## src/rtl/instr_encoder_if.sv

```systemverilog
// Descriptor-in / word-out / error bundle of the instruction encoder.
// The encoder takes the slave side; the loader (or bench) takes the master side.
interface instr_encoder_if #(
   parameter int unsigned ADDR_WIDTH = 12
);
   logic                  in_valid;
   logic                  in_ready;
   logic [3:0]            in_kind;
   logic [3:0]            in_funct;
   logic [4:0]            in_rd;
   logic [4:0]            in_rs1;
   logic [4:0]            in_rs2;
   logic                  in_scalar;
   logic [31:0]           in_imm;
   logic                  out_valid;
   logic                  out_ready;
   logic [31:0]           out_instr;
   logic [ADDR_WIDTH-1:0] out_addr;
   logic                  err_valid;
   logic [2:0]            err_code;

   modport master (
      output in_valid, in_kind, in_funct, in_rd, in_rs1, in_rs2, in_scalar, in_imm, out_ready,
      input  in_ready, out_valid, out_instr, out_addr, err_valid, err_code
   );

   modport slave (
      input  in_valid, in_kind, in_funct, in_rd, in_rs1, in_rs2, in_scalar, in_imm, out_ready,
      output in_ready, out_valid, out_instr, out_addr, err_valid, err_code
   );
endinterface

```

## src/rtl/instr_encoder.sv

```systemverilog
// Packs operation descriptors into 32-bit machine words for the program loader.
// LI expands to LUI+ADDI when the immediate does not fit the 14-bit ADDI field.
module instr_encoder #(
   parameter int unsigned ADDR_WIDTH = 12,
   parameter int unsigned BASE_ADDR  = 0
) (
   input logic            clk,
   input logic            reset,
   instr_encoder_if.slave bus
);
   localparam logic [2:0] OpR = 3'd0, OpI = 3'd1, OpF = 3'd2, OpM = 3'd3, OpUp = 3'd4, OpJ = 3'd5;

   localparam logic [3:0] KindR = 4'd0, KindI = 4'd1, KindF = 4'd2, KindLw = 4'd3, KindSw = 4'd4;
   localparam logic [3:0] KindFlw = 4'd5, KindFsw = 4'd6, KindLui = 4'd7, KindJal = 4'd8;
   localparam logic [3:0] KindBr = 4'd9, KindSync = 4'd10, KindExit = 4'd11, KindLi = 4'd12;

   localparam logic [2:0] ErrNone = 3'd0, ErrBadKind = 3'd1, ErrBadFunct = 3'd2;
   localparam logic [2:0] ErrImmRange = 3'd3, ErrMisaligned = 3'd4;

   typedef enum logic [1:0] {StIdle, StHold, StHold2} state_e;

   state_e                state_q;
   logic                  out_valid_q;
   logic [31:0]           out_instr_q;
   logic [31:0]           pend_q;
   logic [ADDR_WIDTH-1:0] addr_q;
   logic                  err_valid_q;
   logic [2:0]            err_code_q;

   logic [31:0] imm;
   logic [3:0]  funct;
   logic [4:0]  rd, rs1, rs2;
   logic        sc;
   logic [19:0] li_hi;
   logic [13:0] li_lo;
   logic [31:0] word0, word1;
   logic        two_words;
   logic [2:0]  code;
   logic        accept;

   function automatic logic fits_signed(logic [31:0] v, int unsigned n);
      logic [31:0] t;
      t = 32'($signed(v) >>> (n - 1));
      return (t == '0) || (t == '1);
   endfunction

   assign imm    = bus.in_imm;
   assign funct  = bus.in_funct;
   assign rd     = bus.in_rd;
   assign rs1    = bus.in_rs1;
   assign rs2    = bus.in_rs2;
   assign sc     = bus.in_scalar;
   assign accept = bus.in_valid && bus.in_ready;

   // LI split: hi rounds so that lo lands in [-2048, 2047]; lo only needs 14 bits.
   assign li_hi = 20'((imm + 32'h0000_0800) >> 12);
   assign li_lo = imm[13:0] - {li_hi[1:0], 12'h000};

   always_comb begin
      word0     = '0;
      word1     = '0;
      two_words = 1'b0;
      code      = ErrNone;
      case (bus.in_kind)
         KindR: begin
            if (funct > 4'd9) code = ErrBadFunct;
            word0 = {OpR, sc, 9'b0, rs2, funct, rs1, rd};
         end
         KindI: begin
            if (!(funct inside {4'd0, 4'd2, 4'd3, 4'd10})) code = ErrBadFunct;
            else if (!fits_signed(imm, 14)) code = ErrImmRange;
            word0 = {OpI, sc, imm[13:0], funct, rs1, rd};
         end
         KindF: begin
            if (funct > 4'd10) code = ErrBadFunct;
            word0 = {OpF, sc, 9'b0, rs2, funct, rs1, rd};
         end
         KindLw, KindFlw: begin
            if (!fits_signed(imm, 15)) code = ErrImmRange;
            word0 = {OpM, imm[14:0], sc, (bus.in_kind == KindLw) ? 3'b000 : 3'b010, rs1, rd};
         end
         KindSw, KindFsw: begin
            if (!fits_signed(imm, 15)) code = ErrImmRange;
            word0 = {OpM, imm[14:5], rs2, sc, (bus.in_kind == KindSw) ? 3'b001 : 3'b011, rs1,
                     imm[4:0]};
         end
         KindLui: begin
            if (imm[11:0] != 12'h000) code = ErrImmRange;
            word0 = {OpUp, imm[31:12], 3'b000, sc, rd};
         end
         KindJal: begin
            if (imm[1:0] != 2'b00) code = ErrMisaligned;
            else if (!fits_signed(imm, 28)) code = ErrImmRange;
            word0 = {OpJ, imm[27:12], 3'b000, imm[11:2]};
         end
         KindBr: begin
            if (imm[1:0] != 2'b00) code = ErrMisaligned;
            else if (!fits_signed(imm, 18)) code = ErrImmRange;
            word0 = {OpJ, imm[17:8], rs2, imm[7], 3'b001, rs1, imm[6:2]};
         end
         KindSync: word0 = {OpJ, 16'b0, 3'b110, 10'b0};
         KindExit: word0 = {OpJ, 16'b0, 3'b111, 10'b0};
         KindLi: begin
            if (fits_signed(imm, 14)) begin
               word0 = {OpI, sc, imm[13:0], 4'b0000, 5'd0, rd};
            end else begin
               two_words = 1'b1;
               word0     = {OpUp, li_hi, 3'b000, sc, rd};
               word1     = {OpI, sc, li_lo, 4'b0000, rd, rd};
            end
         end
         default: code = ErrBadKind;
      endcase
   end

   assign bus.in_ready = (state_q == StIdle) || ((state_q == StHold) && bus.out_ready);

   always_ff @(posedge clk) begin
      if (reset) begin
         state_q     <= StIdle;
         out_valid_q <= 1'b0;
         out_instr_q <= '0;
         pend_q      <= '0;
         addr_q      <= ADDR_WIDTH'(BASE_ADDR);
         err_valid_q <= 1'b0;
         err_code_q  <= ErrNone;
      end else begin
         err_valid_q <= 1'b0;
         if (out_valid_q && bus.out_ready) begin
            addr_q <= addr_q + 1'b1;
            if (state_q == StHold2) begin
               out_instr_q <= pend_q;
               state_q     <= StHold;
            end else begin
               out_valid_q <= 1'b0;
               state_q     <= StIdle;
            end
         end
         // Acceptance overrides the HOLD->IDLE drop above (back-to-back streaming).
         if (accept) begin
            if (code != ErrNone) begin
               err_valid_q <= 1'b1;
               err_code_q  <= code;
            end else begin
               out_valid_q <= 1'b1;
               out_instr_q <= word0;
               pend_q      <= word1;
               state_q     <= two_words ? StHold2 : StHold;
            end
         end
      end
   end

   assign bus.out_valid = out_valid_q;
   assign bus.out_instr = out_instr_q;
   assign bus.out_addr  = addr_q;
   assign bus.err_valid = err_valid_q;
   assign bus.err_code  = err_code_q;
endmodule

```

## src/flat_wrapper.sv

```systemverilog
// flat-port wrapper written by rule: the top's interface ports become plain ports
module instr_encoder_flat 
#(
   parameter int unsigned ADDR_WIDTH = 12,
   parameter int unsigned BASE_ADDR  = 0
)
  (clk, reset, bus_in_valid, bus_in_kind, bus_in_funct, bus_in_rd, bus_in_rs1, bus_in_rs2, bus_in_scalar, bus_in_imm, bus_out_ready, bus_in_ready, bus_out_valid, bus_out_instr, bus_out_addr, bus_err_valid, bus_err_code);
  instr_encoder_if #(.ADDR_WIDTH(ADDR_WIDTH)) bus_i ();
  input logic clk;
  input logic reset;
  input wire logic [$bits(bus_i.in_valid)-1:0] bus_in_valid;
  input wire logic [$bits(bus_i.in_kind)-1:0] bus_in_kind;
  input wire logic [$bits(bus_i.in_funct)-1:0] bus_in_funct;
  input wire logic [$bits(bus_i.in_rd)-1:0] bus_in_rd;
  input wire logic [$bits(bus_i.in_rs1)-1:0] bus_in_rs1;
  input wire logic [$bits(bus_i.in_rs2)-1:0] bus_in_rs2;
  input wire logic [$bits(bus_i.in_scalar)-1:0] bus_in_scalar;
  input wire logic [$bits(bus_i.in_imm)-1:0] bus_in_imm;
  input wire logic [$bits(bus_i.out_ready)-1:0] bus_out_ready;
  output wire logic [$bits(bus_i.in_ready)-1:0] bus_in_ready;
  output wire logic [$bits(bus_i.out_valid)-1:0] bus_out_valid;
  output wire logic [$bits(bus_i.out_instr)-1:0] bus_out_instr;
  output wire logic [$bits(bus_i.out_addr)-1:0] bus_out_addr;
  output wire logic [$bits(bus_i.err_valid)-1:0] bus_err_valid;
  output wire logic [$bits(bus_i.err_code)-1:0] bus_err_code;
  assign bus_i.in_valid = bus_in_valid;
  assign bus_i.in_kind = bus_in_kind;
  assign bus_i.in_funct = bus_in_funct;
  assign bus_i.in_rd = bus_in_rd;
  assign bus_i.in_rs1 = bus_in_rs1;
  assign bus_i.in_rs2 = bus_in_rs2;
  assign bus_i.in_scalar = bus_in_scalar;
  assign bus_i.in_imm = bus_in_imm;
  assign bus_i.out_ready = bus_out_ready;
  assign bus_in_ready = bus_i.in_ready;
  assign bus_out_valid = bus_i.out_valid;
  assign bus_out_instr = bus_i.out_instr;
  assign bus_out_addr = bus_i.out_addr;
  assign bus_err_valid = bus_i.err_valid;
  assign bus_err_code = bus_i.err_code;
  instr_encoder #(.ADDR_WIDTH(ADDR_WIDTH), .BASE_ADDR(BASE_ADDR)) u_core (.clk(clk), .reset(reset), .bus(bus_i));
endmodule
```

## config.mk

```make
export PLATFORM = sky130hd
export DESIGN_NAME = instr_encoder_flat
export DESIGN_NICKNAME = d
export VERILOG_FILES = /design/src/rtl/instr_encoder_if.sv /design/src/rtl/instr_encoder.sv /design/src/flat_wrapper.sv
export SDC_FILE = /design/constraint.sdc
export NUM_CORES = 1
export LEC_CHECK = 0
export ABC_AREA = 1
export BUFFER_PORTS_ARGS = -buffer_cell sky130_fd_sc_hd__buf_2
export CAP_MARGIN = 20
export CORE_ASPECT_RATIO = 1.1
export CORE_MARGIN = 4
export CORE_UTILIZATION = 45
export CTS_CLUSTER_DIAMETER = 60
export DETAILED_ROUTE_END_ITERATION = 8
export HOLD_SLACK_MARGIN = 0.12
export PLACE_DENSITY = 0.71
export SLEW_MARGIN = 20
export SYNTH_ARGS = -nofsm -noshare
export SYNTH_HDL_FRONTEND = slang
export SYNTH_SLANG_ARGS = --single-unit
```

## constraint.sdc

```tcl
create_clock -name clk -period 2 [get_ports clk]
set_clock_uncertainty 0.05 [all_clocks]
set_input_delay 0.4 -clock clk [delete_from_list [all_inputs] [get_ports clk]]
set_output_delay 0.4 -clock clk [all_outputs]
set_load 0.02 [all_outputs]
```

==> results.md <==
* Core area at 10960 um^2
* Worst-path clk slew at 0.05 ns
* Max-cap violations at 0
* Critical Path Start Type: input port
* CTS tree: done
* Critical path class: input port to flop
* Root Driver: clkbuf_16
* Lkg Pwr at 3.635 nW
* PD cells at 625.8 nW/um^2
* Hold path start: u_core.pend_q[7]
* Hold buffers post-CTS at 0
* Post-route ant nets at 0
* Final Hold Vio Count at 0
* Final Cycle Share at 99.83%
* Clock Latency Late Sink at 0.33 ns
* Met2 Use GR at 47.81%
* Avg Cell Area, Syn at 5.879 um^2
* Post-synth top area share at 28.37%
* DIE HEIGHT at 119.4 um
* Max FO, Critical Path at 9
* Number of synthesized register bits at 72
* TritonCTS buffer count at 9
* First-pass GRT wire length at 29190 um
* WP data arrival at 2.20 ns
* Worst Path Required at 2.21 ns
* Die footprint at 13050 um^2
* Met3 Use GR at 4.607%
* Die W at 109.3 um
* Worst Hold End: u_core.pend_q[7]
* Syn_nets at 927
* Worst r2r path cells at 11
* DRC at 0
* Max-slew violations at 0
* Share of layout cells above drive strength 1 at 32.63%
* DRT Wirelength at 19320 um
* H-tree Lvls at 3
* Worst slew pin tran at 0.6037 ns
* Row count at 40
* Hold Path Depth at 2
* Total power at 4.741 mW
* CP Capture Type: flop
* Initial Utilization at 46.35%
* Via density per instance at 5.347
* Final setup viols at 0
* Layout area overhead at 49.14%
* Post-synthesis cell type with the largest combined area: dfxtp_1
* IO Count at 110
* Cell area after synthesis at 5080 um^2
* Drt initial violations at 615
* Clk buf depth at 2
* Vias at 6603
* Largest net degree at the start of global routing at 53
* TritonRoute pass-1 iters at 7
* GR Overflow Total at 0
* Fillcell total at 995
* Worst Hold Class: flop to flop
* Nets at 1147
* Top Usage Layer GRT: met2
* Fmax at 500.8 MHz
* Outcome: finished, final reports clean
* Clock sink total at 72
* PortBufs at 109
* Number of global-route vias before repair at 5910
* Yosys warns at 0
* Setup TNS at 0 ns
* Met1 GRT Util at 36.32%
* Total Routing Usage GR at 28.58%
* Reg-to-Reg Start: u_core.bus.out_addr[0]
* Netlist cell types at 38
* Number of antenna repair diodes at 0
* Dpl hpwl at 14610 um
* Area contributors post-synth: dfxtp_1, nand2_1, nand3_1, a21oi_1, inv_1
* R2R Setup Slk at 0.23 ns
* Max-slew headroom at 59.75%
* Worst vdd ir at 0.0005684 V
* RR Endpoint: u_core.bus.out_addr[10]
* Initial antenna violation count at 0
* Cells after synthesis at 864
* Routability congestion estimate at 0.9851
* Routed WL per cell at 15.64 um
* Post-synthesis sequential area ratio at 28.37%
* Min Tclk post-route at 1.997 ns
-- final cells by class --
| cell class | count | area [um^2] | share of cell area, % |
|---|---|---|---|
| multi-input cells | 644 | 3368 | 44.46 |
| repair buffers | 251 | 1814 | 23.95 |
| flip-flops and latches | 72 | 1441 | 19.03 |
| inverters | 106 | 400.4 | 5.285 |
| clock buffers | 10 | 239.0 | 3.154 |
| well taps | 147 | 183.9 | 2.428 |
| clock inverters | 5 | 128.9 | 1.701 |
-- kinds of logic (layout without fill, tap and decap cells) --
family	count (synthesis)	count (layout)	synth area share, %
xor gates and xnor gates	11	11	1.897
and+or+nand+nor	500	500	42.61
muxes	1	1	0.1971
DFF	72	72	28.37
buffers and inverters	148	372	11.67
adders and majority gates	3	3	0.7390
AOI/OAI and AO/OA	129	129	14.51
-- timing repair --
item                       CTS  global route
setup endpoints to repair   46            63
pin swaps                    2            26
gates cloned                 0             2
resized for setup            4            94
buffers inserted             0             6
-- critical path, stage by stage --
cell and delay (ns):
buf_2 0.13, nor2_2 0.14, nand2_2 0.08, nor2_4 0.15
nand3_4 0.11, nand2_4 0.13, nor2_4 0.05, nor2_4 0.13
nand3_4 0.11, nor2_8 0.21, buf_12 0.15, buf_12 0.12
nand3_1 0.10, a21oi_1 0.18
-- Yosys cell counts, drive strengths merged --
| cell | count |
|---|---|
| clkinv | 3 |
| dfxtp | 72 |
| a21oi | 70 |
| nand4 | 12 |
| a211oi | 2 |
| o22ai | 17 |
| ha | 3 |
| buf | 18 |
| nor3 | 25 |
| or2 | 3 |
| o21ai | 19 |
| nand2 | 258 |
| o221ai | 3 |
| mux2i | 1 |
| o21a | 2 |
| o2111ai | 1 |
| a221oi | 6 |
| nor2 | 94 |
| clkbuf | 24 |
| nor3b | 6 |
| xor2 | 9 |
| o211ai | 5 |
| and2 | 2 |
| inv | 103 |
| o21bai | 1 |
| xnor2 | 2 |
| a22oi | 3 |
| nand3 | 100 |
-- layer usage --
metal	wire, um	vias up
li1	-	3247
met5	0	-
met1	7724	3048
met4	725	0
met3	1341	52
met2	9526	256
-- how the worst max path moves through the flow --
stage | cells after the start | endpoint | slack, ns | start
2_1_floorplan | 14 | u_core.bus.out_instr[10] | 0.002 | bus_in_imm[24]
3_3_place_gp | 15 | u_core.bus.out_instr[3] | -0.37 | bus_in_imm[29]
3_5_place_dp | 14 | u_core.pend_q[8] | -0.43 | bus_in_imm[29]
6_report | 14 | u_core.pend_q[9] | 0.003 | bus_in_imm[25]
5_1_grt | 14 | u_core.pend_q[9] | -0.06 | bus_in_imm[25]
4_1_cts | 14 | u_core.pend_q[8] | 0.001 | bus_in_imm[27]
-- through the flow --
step	util [%]	hold slack [ns]	instances	instance area [um^2]	worst slack, ns
final	69.12	0.4085	1235	7576	0.003353
after global routing	69.12	0.4290	1235	7576	-0.06106
after CTS	65.32	0.3940	1227	7159	0.001160
after detailed placement	61.79	0.4013	1212	6773	-0.4300
after global placement	61.79	0.3962	1212	6773	-0.3685
after floorplan	-	0.3884	864	5154	0.001865
-- sequential cells by signal, summed over array words and instances, names as in the netlist --
| name | flops |
|---|---|
| u_core.state_q | 2 |
| u_core.bus.out_instr | 32 |
| u_core.pend_q | 21 |
| u_core.bus.out_valid | 1 |
| u_core.bus.err_code | 3 |
| u_core.bus.out_addr | 12 |
| u_core.bus.err_valid | 1 |
-- cell usage in the layout (no fill, tap or decap), types with 3 or more instances in the layout --
cell,count
a21oi_1,67
a21oi_2,3
a221oi_1,6
a22oi_1,3
buf_12,10
buf_2,94
buf_4,140
buf_6,6
bufinv_16,4
clkbuf_16,10
clkinv_1,3
dfxtp_1,72
ha_1,3
inv_1,86
inv_2,16
nand2_1,236
nand2_2,19
nand3_1,87
nand3_2,6
nand3_4,7
nand4_1,12
nor2_1,70
nor2_2,11
nor2_4,12
nor3_1,19
nor3_2,4
nor3b_1,6
o211ai_1,5
o21ai_0,18
o221ai_1,3
o22ai_1,17
or2_2,3
xor2_1,9
-- power by group --
group	internal, mW	total (mW)	switching, mW
clock	1.37	2.00	0.625
sequential	1.49	1.52	0.0301
combinational	0.521	1.22	0.702
Note: power is estimated with default switching activity, not from simulation.
